==> src/rtl/data_mem_arbiter_pkg.sv <==
// Shared encodings for the data-memory arbiter: ownership states, master indices,
// burst counter width and the saturating burst increment.
package data_mem_arbiter_pkg;

    localparam int BURST_W = 4;

    // State register is {active, last_owner}
    localparam logic [1:0] OWN_IDLE = 2'b00;
    localparam logic [1:0] OWN0     = 2'b10;
    localparam logic [1:0] OWN1     = 2'b11;

    localparam logic MST0 = 1'b0;
    localparam logic MST1 = 1'b1;

    // Idle keeps last_owner, so idle has two encodings
    typedef enum logic [1:0] {
        ST_IDLE    = OWN_IDLE,
        ST_IDLE_L1 = 2'b01,
        ST_OWN0    = OWN0,
        ST_OWN1    = OWN1
    } arb_state_e;

    function automatic logic [BURST_W-1:0] burst_inc(input logic [BURST_W-1:0] cnt,
                                                     input logic [BURST_W-1:0] max_cnt);
        return (cnt >= max_cnt) ? max_cnt : cnt + 1'b1;
    endfunction

endpackage

==> src/rtl/data_mem_arb_rr.sv <==
// Grant decision for the data-memory arbiter: sticky ownership with a burst
// limit that hands the port to the other master once the limit is reached.
module data_mem_arb_rr
    import data_mem_arbiter_pkg::*;
#(
    parameter int MAX_BURST = 4
) (
    input  logic               m0_req_i,
    input  logic               m1_req_i,
    input  logic               last_owner_i,
    input  logic [BURST_W-1:0] burst_cnt_i,
    output logic [1:0]         gnt_o
);

    localparam logic [BURST_W-1:0] MAX_B = BURST_W'(MAX_BURST);

    always_comb begin
        gnt_o = 2'b00;
        case ({m1_req_i, m0_req_i})
            2'b01: gnt_o = 2'b01;
            2'b10: gnt_o = 2'b10;
            2'b11: begin
                if (burst_cnt_i < MAX_B) gnt_o = last_owner_i ? 2'b10 : 2'b01;
                else                     gnt_o = last_owner_i ? 2'b01 : 2'b10;
            end
            default: gnt_o = 2'b00;
        endcase
    end

endmodule

==> src/rtl/data_mem_arbiter.sv <==
// Two-master arbiter for the single-port data memory with one-cycle read return.
// Optional grant trace: define DATA_MEM_ARB_TRACE_EN (simulation only).
module data_mem_arbiter
    import data_mem_arbiter_pkg::*;
#(
    parameter int ADDR_W    = 32,
    parameter int DATA_W    = 32,
    parameter int MAX_BURST = 4
) (
    input  logic              clk,
    input  logic              reset,
    input  logic              m0_req,
    input  logic              m0_we,
    input  logic [ADDR_W-1:0] m0_addr,
    input  logic [DATA_W-1:0] m0_wdata,
    output logic              m0_gnt,
    output logic              m0_rvalid,
    output logic [DATA_W-1:0] m0_rdata,
    input  logic              m1_req,
    input  logic              m1_we,
    input  logic [ADDR_W-1:0] m1_addr,
    input  logic [DATA_W-1:0] m1_wdata,
    output logic              m1_gnt,
    output logic              m1_rvalid,
    output logic [DATA_W-1:0] m1_rdata,
    output logic [ADDR_W-1:0] mem_addr,
    output logic [DATA_W-1:0] mem_wdata,
    output logic              mem_rd,
    output logic              mem_wr,
    input  logic [DATA_W-1:0] mem_rdata
);

    localparam logic [BURST_W-1:0] MAX_B = BURST_W'(MAX_BURST);

    arb_state_e         state_q, state_d;
    logic [BURST_W-1:0] burst_q, burst_d;
    logic [1:0]         gnt;
    logic               last_owner;
    logic               win_we;
    logic               rd_pend_q;
    logic               rd_owner_q;
    logic [DATA_W-1:0]  m0_rdata_q, m1_rdata_q;

    assign last_owner = state_q[0];

    data_mem_arb_rr #(
        .MAX_BURST(MAX_BURST)
    ) u_rr (
        .m0_req_i    (m0_req),
        .m1_req_i    (m1_req),
        .last_owner_i(last_owner),
        .burst_cnt_i (burst_q),
        .gnt_o       (gnt)
    );

    always_ff @(posedge clk or posedge reset) begin
        if (reset) begin
            state_q <= ST_IDLE;
            burst_q <= '0;
        end else begin
            state_q <= state_d;
            burst_q <= burst_d;
        end
    end

    always_comb begin
        state_d = state_q;
        burst_d = burst_q;
        if (gnt[1]) begin
            state_d = ST_OWN1;
            burst_d = (last_owner == MST1) ? burst_inc(burst_q, MAX_B) : BURST_W'(1);
        end else if (gnt[0]) begin
            state_d = ST_OWN0;
            burst_d = (last_owner == MST0) ? burst_inc(burst_q, MAX_B) : BURST_W'(1);
        end else begin
            state_d = last_owner ? ST_IDLE_L1 : ST_IDLE;
            burst_d = '0;
        end
    end

    assign m0_gnt    = gnt[0];
    assign m1_gnt    = gnt[1];
    assign win_we    = gnt[1] ? m1_we : m0_we;
    assign mem_addr  = gnt[1] ? m1_addr  : (gnt[0] ? m0_addr  : '0);
    assign mem_wdata = gnt[1] ? m1_wdata : (gnt[0] ? m0_wdata : '0);
    assign mem_rd    = (|gnt) & ~win_we;
    assign mem_wr    = (|gnt) &  win_we;

    // Read tag: memory data arrives the cycle after mem_rd, steered to the tagged owner
    always_ff @(posedge clk or posedge reset) begin
        if (reset) begin
            rd_pend_q  <= 1'b0;
            rd_owner_q <= MST0;
            m0_rdata_q <= '0;
            m1_rdata_q <= '0;
        end else begin
            rd_pend_q  <= mem_rd;
            rd_owner_q <= gnt[1];
            if (m0_rvalid) m0_rdata_q <= mem_rdata;
            if (m1_rvalid) m1_rdata_q <= mem_rdata;
        end
    end

    assign m0_rvalid = rd_pend_q & (rd_owner_q == MST0);
    assign m1_rvalid = rd_pend_q & (rd_owner_q == MST1);
    assign m0_rdata  = m0_rvalid ? mem_rdata : m0_rdata_q;
    assign m1_rdata  = m1_rvalid ? mem_rdata : m1_rdata_q;

`ifdef DATA_MEM_ARB_TRACE_EN
    always @(posedge clk) begin
        if (!reset && (|gnt)) begin
            $display("arb: m%0d %s addr=0x%h (%0d) data=0x%h (%0d)", gnt[1],
                     win_we ? "write" : "read", mem_addr, mem_addr, mem_wdata, mem_wdata);
            if (m0_req && m1_req && (burst_q >= MAX_B))
                $display("arb: burst limit, switch to m%0d", gnt[1]);
        end
    end
`endif

endmodule

==> config.mk <==
export PLATFORM = sky130hd
export DESIGN_NAME = data_mem_arbiter
export DESIGN_NICKNAME = d
export VERILOG_FILES = /design/src/rtl/data_mem_arbiter_pkg.sv /design/src/rtl/data_mem_arb_rr.sv /design/src/rtl/data_mem_arbiter.sv
export SDC_FILE = /design/constraint.sdc
export NUM_CORES = 1
export LEC_CHECK = 0
export BUFFER_PORTS_ARGS = -buffer_cell sky130_fd_sc_hd__buf_2
export CAP_MARGIN = 20
export CORE_AREA = 4 4 114 116
export DETAILED_ROUTE_END_ITERATION = 8
export DIE_AREA = 0 0 118 120
export PLACE_DENSITY = 0.68
export SYNTH_ARGS = -nofsm -noshare
export SYNTH_HDL_FRONTEND = slang
export SYNTH_SLANG_ARGS = --single-unit
==> constraint.sdc <==
create_clock -name clk -period 2.4 [get_ports clk]
set_input_delay 0.6 -clock clk [delete_from_list [all_inputs] [get_ports clk]]
set_output_delay 0.6 -clock clk [all_outputs]
set_load 0.01 [all_outputs]
=== After elaboration in Yosys (flattened, before gate mapping) ===
Index checks and enable logic that the tools add are counted.

* Bits in registers: 71
* Logic and storage cells: 38
* Output and inout port bits: 134
* Input bits: 166

* Reduce and logical (&&, ||, !) cells: 1
* $lt $le $gt $ge: 2
* Bitwise gates (word level): 6
* Add/sub/neg operators: 1
* Muxes and demuxes: 19
* Equality and inequality tests: 3

{| class="wikitable"
|+ Operators by type and width
! kind !! number
|-
| 32-bit 2-to-1 mux || 6
|-
| 4-bit 2-to-1 mux || 5
|-
| 2-bit 2-to-1 mux || 3
|-
| 2-bit case mux with 3 select lines || 1
|-
| 4-bit by 1-bit adder with 4-bit output, second input constant || 1
|-
| 1-bit AND || 4
|-
| 2-bit equality test, second input constant || 2
|-
| 4-bit by 3-bit greater-or-equal comparator with 1-bit output, second input constant || 1
|-
| 4-bit by 3-bit < comparator with 1-bit output, second input constant || 1
|-
| 1-bit 2-to-1 mux || 4
|-
| 2-bit by 1-bit equality test with 1-bit output, second input constant || 1
|-
| 1-bit inverter || 2
|-
| 2-bit OR reduction || 1
|}

=== Logic depth before layout (Yosys ltp) ===
Gate-level depths: netlist (run 1).

* Word-level depth: 6
* Mapped depth: 5
* Mapped depth without buffers: 3

=== By module ===
From an unflattened synthesis (run 1), not the netlist that was laid out.

* Cell total of the unflattened synthesis: 253
* Area, all modules: 3385.7 um2

{| class="wikitable"
|+ Modules (own cells, without submodules)
! module !! times used !! cells each !! sequential area each (um2) !! area each (um2)
|-
| data_mem_arbiter || 1 || 246 || 1776.7 || 3339.5
|-
| data_mem_arb_rr || 1 || 7 || 0.0 || 46.3
|}

=== Worst setup path after synthesis (run 1) ===
OpenSTA, ideal clock, no wires.

* Path kind: input to output
* Start: input m0_req
* End: output mem_wdata[12]
* Data required time: 1.800 ns
* Slack: 0.247 ns
* Stages: 5
* Path buffers: 2
* Data arrival time: 1.553 ns
* Cell sequence: nor4b_2 o31a_1 buf_4 buf_2 a22o_1

* Cells in the longest elaborated chain, start to end: 4
* Elaborated cells on any way between the ends: 6
* Those cells by class: 3 x eq/ne; 3 x mux

{| class="wikitable"
|+ Ends and longest elaborated chain
! element !! line !! RTL
|-
| from (decl) || data_mem_arbiter.sv:12 || <nowiki>input logic m0_req,</nowiki>
|-
| 2-bit equality test or 2-bit by 1-bit equality test with 1-bit output (tied branches) || data_mem_arb_rr.sv:19 || <nowiki>case ({m1_req_i, m0_req_i})</nowiki>
|-
| 2-bit case mux with 3 select lines (*) || data_mem_arb_rr.sv:19 ||
|-
| 32-bit 2-to-1 mux || data_mem_arbiter.sv:85 || <nowiki>assign mem_wdata = gnt[1] ? m1_wdata : (gnt[0] ? m0_wdata : '0);</nowiki>
|-
| 32-bit 2-to-1 mux (*) || data_mem_arbiter.sv:85 ||
|-
| to (decl) || data_mem_arbiter.sv:27 || <nowiki>output logic [DATA_W-1:0] mem_wdata,</nowiki>
|}

Every way passes the cells marked *; elsewhere a longest branch is shown, timed or not.

=== Worst setup path after layout (run 1) ===
* Start: register state_q[0]
* End: output mem_addr[23]

* Cells in the longest elaborated chain, start to end: 5
* Elaborated cells on any way between the ends: 6
* Those cells by class: 6 x mux

{| class="wikitable"
|+ Ends and longest elaborated chain
! element !! line !! RTL
|-
| from (decl) || data_mem_arbiter.sv:35 || <nowiki>arb_state_e state_q, state_d;</nowiki>
|-
| from (signal assigned) || data_mem_arbiter.sv:61 || <nowiki>state_q <= state_d;</nowiki>
|-
| 2-bit 2-to-1 mux, on equally long branches || data_mem_arb_rr.sv:24, data_mem_arb_rr.sv:23 ||
|-
| 2-bit 2-to-1 mux (*) || data_mem_arb_rr.sv:23 || <nowiki>if (burst_cnt_i < MAX_B) gnt_o = last_owner_i ? 2'b10 : 2'b01;</nowiki>
|-
| 2-bit case mux with 3 select lines (*) || data_mem_arb_rr.sv:19 ||
|-
| 32-bit 2-to-1 mux || data_mem_arbiter.sv:84 || <nowiki>assign mem_addr = gnt[1] ? m1_addr : (gnt[0] ? m0_addr : '0);</nowiki>
|-
| 32-bit 2-to-1 mux (*) || data_mem_arbiter.sv:84 ||
|-
| to (decl) || data_mem_arbiter.sv:26 || <nowiki>output logic [ADDR_W-1:0] mem_addr,</nowiki>
|}

Marked as above.

==> results.txt, run 1 <==
Slowest stage delay, CP: 430 ps
Seq cells post-synth: 71
DR vias: 3437
RSZ-0062 raised after global routing: true
Wire per inst: 19.7 um
GR Util All Layers: 0.187
Critical Path RT: 1800 ps
I/O pin count: 300
Worst path cell trace: nor4b_2 > buf_4 > o31a_4 > buf_12 > a22o_1 > buf_2
Pins over their slew limit: 0
Net Count, Synth: 415
Final ANT Viol Nets: 0
DIE AREA: 0.0142 mm^2
First-pass GRT wire length: 20600 um
Area of the multi-input gates: 0.00146 mm^2
Number of I/O port buffers: 299
Most common cell in the synthesized netlist: dfrtp_1
Leak pwr: 3.04 nW
Cell accounting for the most synthesized area: dfrtp_1
Final period util: 1.07
Final WS setup: -168 ps
Clk_skew: 2.90 ps
Max Root-Sink Buffers: 2
Sequential-to-total area share from yosys stat: 0.530
Number of synthesized flops with an enable pin: 0
Detail Placement HPWL: 11500 um
CP Data Arrival Time: 1970 ps
Power, Total: 0.00474 W
Peak supply drop: 0.340 mV
Rows: 40
Slowest cell on crit path: dfrtp_2
H-tree lvl count: 3
Setup CP Type: reg -> out
DRC Markers: 0
Vias in the first global route: 3667
Status: finished, violations left
Final Hold Violating Endpoints: 0
Iter 0 DRT Violations: 137
Most common flop cell mapped by yosys: dfrtp_1
Minimum clock period: 2570 ps
Final #Nets: 732
DIE WIDTH: 118 um
Fin Setup TNS: -8880 ps
GP Congestion: 0.917
# hold bufs at CTS: 0
MaxCap Viol Count: 0
Share of the synthesized area in the top cell type: 0.530
Critical Path Source Type: register
Synth async-reset ratio: 1.00
CTS buffer count: 9
Worst skew pair latency: 320 ps
Crit end category: output pin
Share of cells above drive strength 1: 0.726
Root Driver: clkbuf_16
Max FO, Critical Path: 21
# diodes: 0
Dominant cells by area after synthesis: dfrtp_1 53%, mux2_2 22%, a22o_1 17%
Inst Count DP: 693
CTS clk-pin slew, worst paths: 50 ps
Area grow syn2layout: 69.2%
Pwr/cell area: 836 mW/mm^2
Antenna violations before repair: 4
Largest net degree at the start of global routing: 43
Vias/cell: 4.80
Num Clock Sinks: 71
Type of the worst min-delay path: in -> async
Die H: 120 um
WL final: 14100 um
Relative slew margins: 0.569
Cell Area, Synth: 0.00335 mm^2
Synth warn: 0
Mapped Cells: 248
Final hold slack: 364 ps
Core ar.: 0.0119 mm^2
Drt pass-1 iters: 4
FF+latch area: 0.00178 mm^2
Initial core utilization: 0.281
Layout filler cell count: 1127
Mean Syn Cell Area: 13.5 um^2
Setup violators final: 66
Highest clock rate: 389 MHz
Non-filler cells, final: 716
Remaining Overflow, GRT: 0
Yosys cell types: 25
Top post-synthesis cells by count: 71 x dfrtp_1, 66 x a22o_1, 64 x mux2_2, 7 x buf_2, 7 x inv_1
Failing checks: setup timing
Worst-Margin Slew: 646 ps
TritonCTS clock tree: done
==> cells in the final DEF (no fill, tap or decap) <==
cell          n
a21o_1        1
clkinv_2      1
nor3_1        2
nor4b_1       1
bufinv_16     2
a2111oi_0     1
a211o_1       1
dfrtp_2       3
o211a_1       1
nor4b_2       1
clkbuf_16    10
nand2_1       1
a22o_1       66
ha_1          1
conb_1        1
buf_6        16
dfrtp_1      68
inv_6         1
nand2b_1      1
inv_1         6
nor2_1        1
buf_12        6
clkinvlp_4    1
nor3_4        1
clkbuf_8      1
and3_1        1
o21ai_0       2
mux2_2       64
buf_16        1
o31a_4        1
buf_4        14
mux2i_1       1
buf_2       289
inv_2         1
==> metrics by stage <==
stage / area [um^2] / setup WS [ps] / utilization
finish: 5670 / -168 / 0.476
global route: 5670 / -253 / 0.476
CTS: 5600 / -142 / 0.470
detailed placement: 5160 / -83.0 / 0.433
global placement: 5160 / -60.3 / 0.433
floorplan: 3350 / 3.43 / -
==> worst max-delay path: cells and delay by family, from the launching register on <==
kind | cells | cell delay [ps]
buffers and inverters | 3 | 510
flip-flops | 1 | 430
AO/OA/AOI/OAI | 2 | 400
AND/OR/NAND/NOR | 1 | 300
==> layer usage <==
layer | wire length [um] | GRT usage
met3 | 1170 | 0.0688
met2 | 7590 | 0.346
met1 | 4960 | 0.198
met5 | 55 | 0
met4 | 359 | 0.0608
==> state kept, by name, indices dropped and copies added (netlist names) <==
| register | cells |
|---|---|
| m0_rdata_q | 32 |
| m1_rdata_q | 32 |
| burst_q | 4 |
| rd_owner_q | 1 |
| rd_pend_q | 1 |
| state_q | 1 |
==> power by group <==
part           switching [W]  leakage [nW]  internal (W)
logic               0.000853          2.06      0.000874
clock network       0.000465         0.155      0.000932
registers          0.0000864         0.829       0.00153
==> cell type report <==
cell class	instances	share of cell area
clock inverter	5	0.0143
clock buffer	10	0.0421
timing repair buffer	327	0.336
tap	147	0.0324
inverter	7	0.00463
multi-input combinational	149	0.257
sequential	71	0.314
==> logic make-up (layout without fill, tap and decap cells) <==
| logic type | count (synthesis) | in the layout | synth area share |
|---|---|---|---|
| compound gates | 73 | 73 | 0.189 |
| fa+ha+maj | 1 | 1 | 0.00373 |
| buf+inv | 28 | 349 | 0.0396 |
| flops | 71 | 71 | 0.530 |
| mux | 65 | 65 | 0.218 |
| other cells | 1 | 1 | 0.00112 |
| simple gates | 9 | 9 | 0.0190 |
==> what timing repair did <==
action | CTS | global route
endpoints found under the setup margin | 67 | 68
pin swaps | 35 | 0
setup buffers | 4 | 2
gates resized for setup | 16 | 5
cloned | 1 | 2
==> path summary, 6_finish.rpt <==
| check | depth (start not counted) | endpoint | startpoint | slack [ps] |
|---|---|---|---|---|
| max | 6 | mem_addr[23] | state_q[0] | -170 |
| min | 2 | m0_rdata_q[2] | reset | 360 |
| max reg2reg | 6 | rd_pend_q | state_q[0] | 810 |
| min reg2reg | 1 | m1_rdata_q[30] | m1_rdata_q[30] | 490 |
| max in group asynchronous | 3 | m1_rdata_q[27] | reset | 1400 |
| min in group clk | 1 | m1_rdata_q[30] | m1_rdata_q[30] | 490 |
Power figures use the tool's default switching activity.
==> run 2: changes to the inputs <==
- CELL_PAD_IN_SITES_DETAIL_PLACEMENT: default -> 1
- CELL_PAD_IN_SITES_GLOBAL_PLACEMENT: default -> 2
- CORE_AREA: 4 4 114 116 -> 4 4 138 140
- DIE_AREA: 0 0 118 120 -> 0 0 142 144
- PLACE_DENSITY: 0.68 -> 0.8
==> results.txt, run 2 (same netlist as run 1, synthesis figures left out) <==
Leak pwr: 2.98 nW (-2.1%)
RSZ-0062 raised after global routing: true
Detail Placement HPWL: 13000 um (+13%)
Most frequent cells in the layout: 282 x buf_2, 69 x dfrtp_1, 64 x mux2_2, 63 x a22o_1, 18 x buf_6
Highest clock rate: 384 MHz (-1.4%)
Final hold slack: 419 ps (+54.5 ps)
Antenna violations before repair: 1 (-3)
Family with the most delay on the worst path: compound AO/OA/AOI/OAI gates
Final instance area: 0.00571 mm^2 (+0.66%)
Largest regs: m0_rdata_q (32), m1_rdata_q (32), burst_q (4)
CP Data Arrival Time: 2010 ps (+40 ps)
Final #Nets: 718 (-1.9%)
Reg2Reg Depth: 4 (-2)
Final Hold Violating Endpoints: 0 (unchanged)
Slowest cell on crit path: dfrtp_2
Max Root-Sink Buffers: 2 (unchanged)
Placed instance area: 0.00517 mm^2 (+0.24%)
Max FO, Critical Path: 18 (-14%)
Slowest stage delay, CP: 440 ps (about the same)
Type of the worst min-delay path: in -> async
DIE WIDTH: 142 um (+20%)
I/O pin count: 300 (unchanged)
Remaining Overflow, GRT: 0 (unchanged)
Failing checks: setup timing
CTS buffer count: 9 (unchanged)
Pins over their slew limit: 0 (unchanged)
GP Congestion: 0.814 (-11%)
Setup CP Type: reg -> out
Pwr/cell area: 840 mW/mm^2 (+0.43%)
Clk_skew: 6.64 ps (+3.74 ps)
Final period util: 1.09 (+0.0157)
Largest net degree at the start of global routing: 51 (+19%)
Iter 0 DRT Violations: 47 (-66%)
Relative slew margins: 0.489 (-0.0796)
Worst skew pair latency: 330 ps (about the same)
Final ANT Viol Nets: 0 (unchanged)
Fin Setup TNS: -9960 ps (-1080 ps)
CTS clk-pin slew, worst paths: 60 ps (about the same)
DIE AREA: 0.0204 mm^2 (+44%)
Setup violators final: 66 (unchanged)
Global-route track usage on met2: 0.260 (-0.0858)
Vias in the first global route: 3753 (+2.3%)
Vias/cell: 4.31 (-10%)
Most common cell after layout, fill and taps aside: buf_2
Minimum clock period: 2610 ps (+37.8 ps)
GR peak layer: met2
Area of the multi-input gates: 0.00150 mm^2 (+3.1%)
TritonCTS clock tree: done
Worst-Margin Slew: 765 ps (+119 ps)
WP buf/inv: 2 (-1)
Final WS setup: -206 ps (-37.8 ps)
First-pass GRT wire length: 22200 um (+8.1%)
Critical Path Source Type: register
Area grow syn2layout: 70.4%
Grt met1 use: 0.155 (-0.0424)
H-tree lvl count: 3 (unchanged)
Status: finished, violations left
Wire per inst: 19.9 um (+0.64%)
GR Util All Layers: 0.142 (-0.0449)
Initial core utilization: 0.188 (-0.0935)
Peak supply drop: 0.442 mV (+30%)
Num Clock Sinks: 71 (unchanged)
Share of cells above drive strength 1: 0.725 (-0.00101)
Rows: 49 (+23%)
Number of I/O port buffers: 299 (unchanged)
Core ar.: 0.0178 mm^2 (+50%)
Drt pass-1 iters: 3 (-1)
Layout filler cell count: 2065 (+83%)
WL final: 15600 um (+10%)
FF+latch area: 0.00178 mm^2 (about the same)
Root Driver: clkbuf_16
# diodes: 0 (unchanged)
CP Depth: 5 (-1)
Crit end category: output pin
Critical Path RT: 1800 ps (about the same)
MaxCap Viol Count: 0 (unchanged)
Met3 Use GR: 0.0503 (-0.0185)
DR vias: 3385 (-1.5%)
DRC Markers: 0 (unchanged)
Slack of the worst reg-to-reg path: 780 ps (-30 ps)
Worst path cell trace: o211a_4 > o31a_4 > buf_12 > a22o_1 > buf_2
Die H: 144 um (+20%)
-- run 2: changes by cell type in the layout (fill, tap and decap cells not counted), sizes merged --
cell / previous run / this run
buf: 326 / 312
clkinv: 1 / 2
clkbuf: 11 / 12
inv: 8 / 7
-- run 2: worst register-to-register path, delay by kind of cell, from the launching register on --
kind | cells | cell delay, ps
compound gates | 3 | 880
flops | 1 | 440
buf+inv | 1 | 170
-- run 2: repair_timing --
item,4_1_cts,5_1_grt
gates resized for setup,14,19
pin swaps,0,0
gates cloned,0,1
endpoints found under the setup margin,67,68
hold buffers,0,0
buffers inserted,2,0
-- run 2: final cells by class --
| type | count | area share |
|---|---|---|
| multi-input cells | 149 | 0.263 |
| flip-flops and latches | 71 | 0.312 |
| clock inverters | 5 | 0.0142 |
| well taps | 229 | 0.0502 |
| repair buffers | 313 | 0.314 |
| clock buffers | 11 | 0.0425 |
| inverters | 7 | 0.00460 |
-- run 2: where the power goes --
part | switching [W] | internal [W] | leakage [nW] | total [W]
Combinational | 0.000890 | 0.000856 | 1.99 | 0.00175
Sequential | 0.0000922 | 0.00153 | 0.830 | 0.00162
Clock | 0.000488 | 0.000938 | 0.156 | 0.00143
Total | 0.00147 | 0.00332 | 2.98 | 0.00479
-- run 2: metrics by stage --
step	setup WS, ps	util	std cells	power, W
global route	-247	0.320	785	0.00509
global placement	-229	0.290	766	0.00328
CTS	-228	0.313	784	0.00485
detailed placement	-266	0.290	766	0.00335
floorplan	3.43	-	248	0.00251
finish	-206	0.320	785	0.00479
-- run 2: final timing paths --
| kind | start | endpoint |
|---|---|---|
| worst max-delay path | burst_q[3] | mem_wdata[24] |
| worst min-delay path | reset | m0_rdata_q[26] |
| worst max register to register | burst_q[3] | rd_pend_q |
| worst min register to register | m1_rdata_q[5] | m1_rdata_q[5] |
| max in group asynchronous | reset | m0_rdata_q[23] |
| min in group clk | m1_rdata_q[5] | m1_rdata_q[5] |
-- run 2: per-layer routing --
| layer | part of all wire | vias up |
|---|---|---|
| li1 | - | 1556 |
| met5 | 0.00083 | - |
| met4 | 0.021 | 2 |
| met2 | 0.52 | 188 |
| met3 | 0.091 | 22 |
| met1 | 0.37 | 1617 |
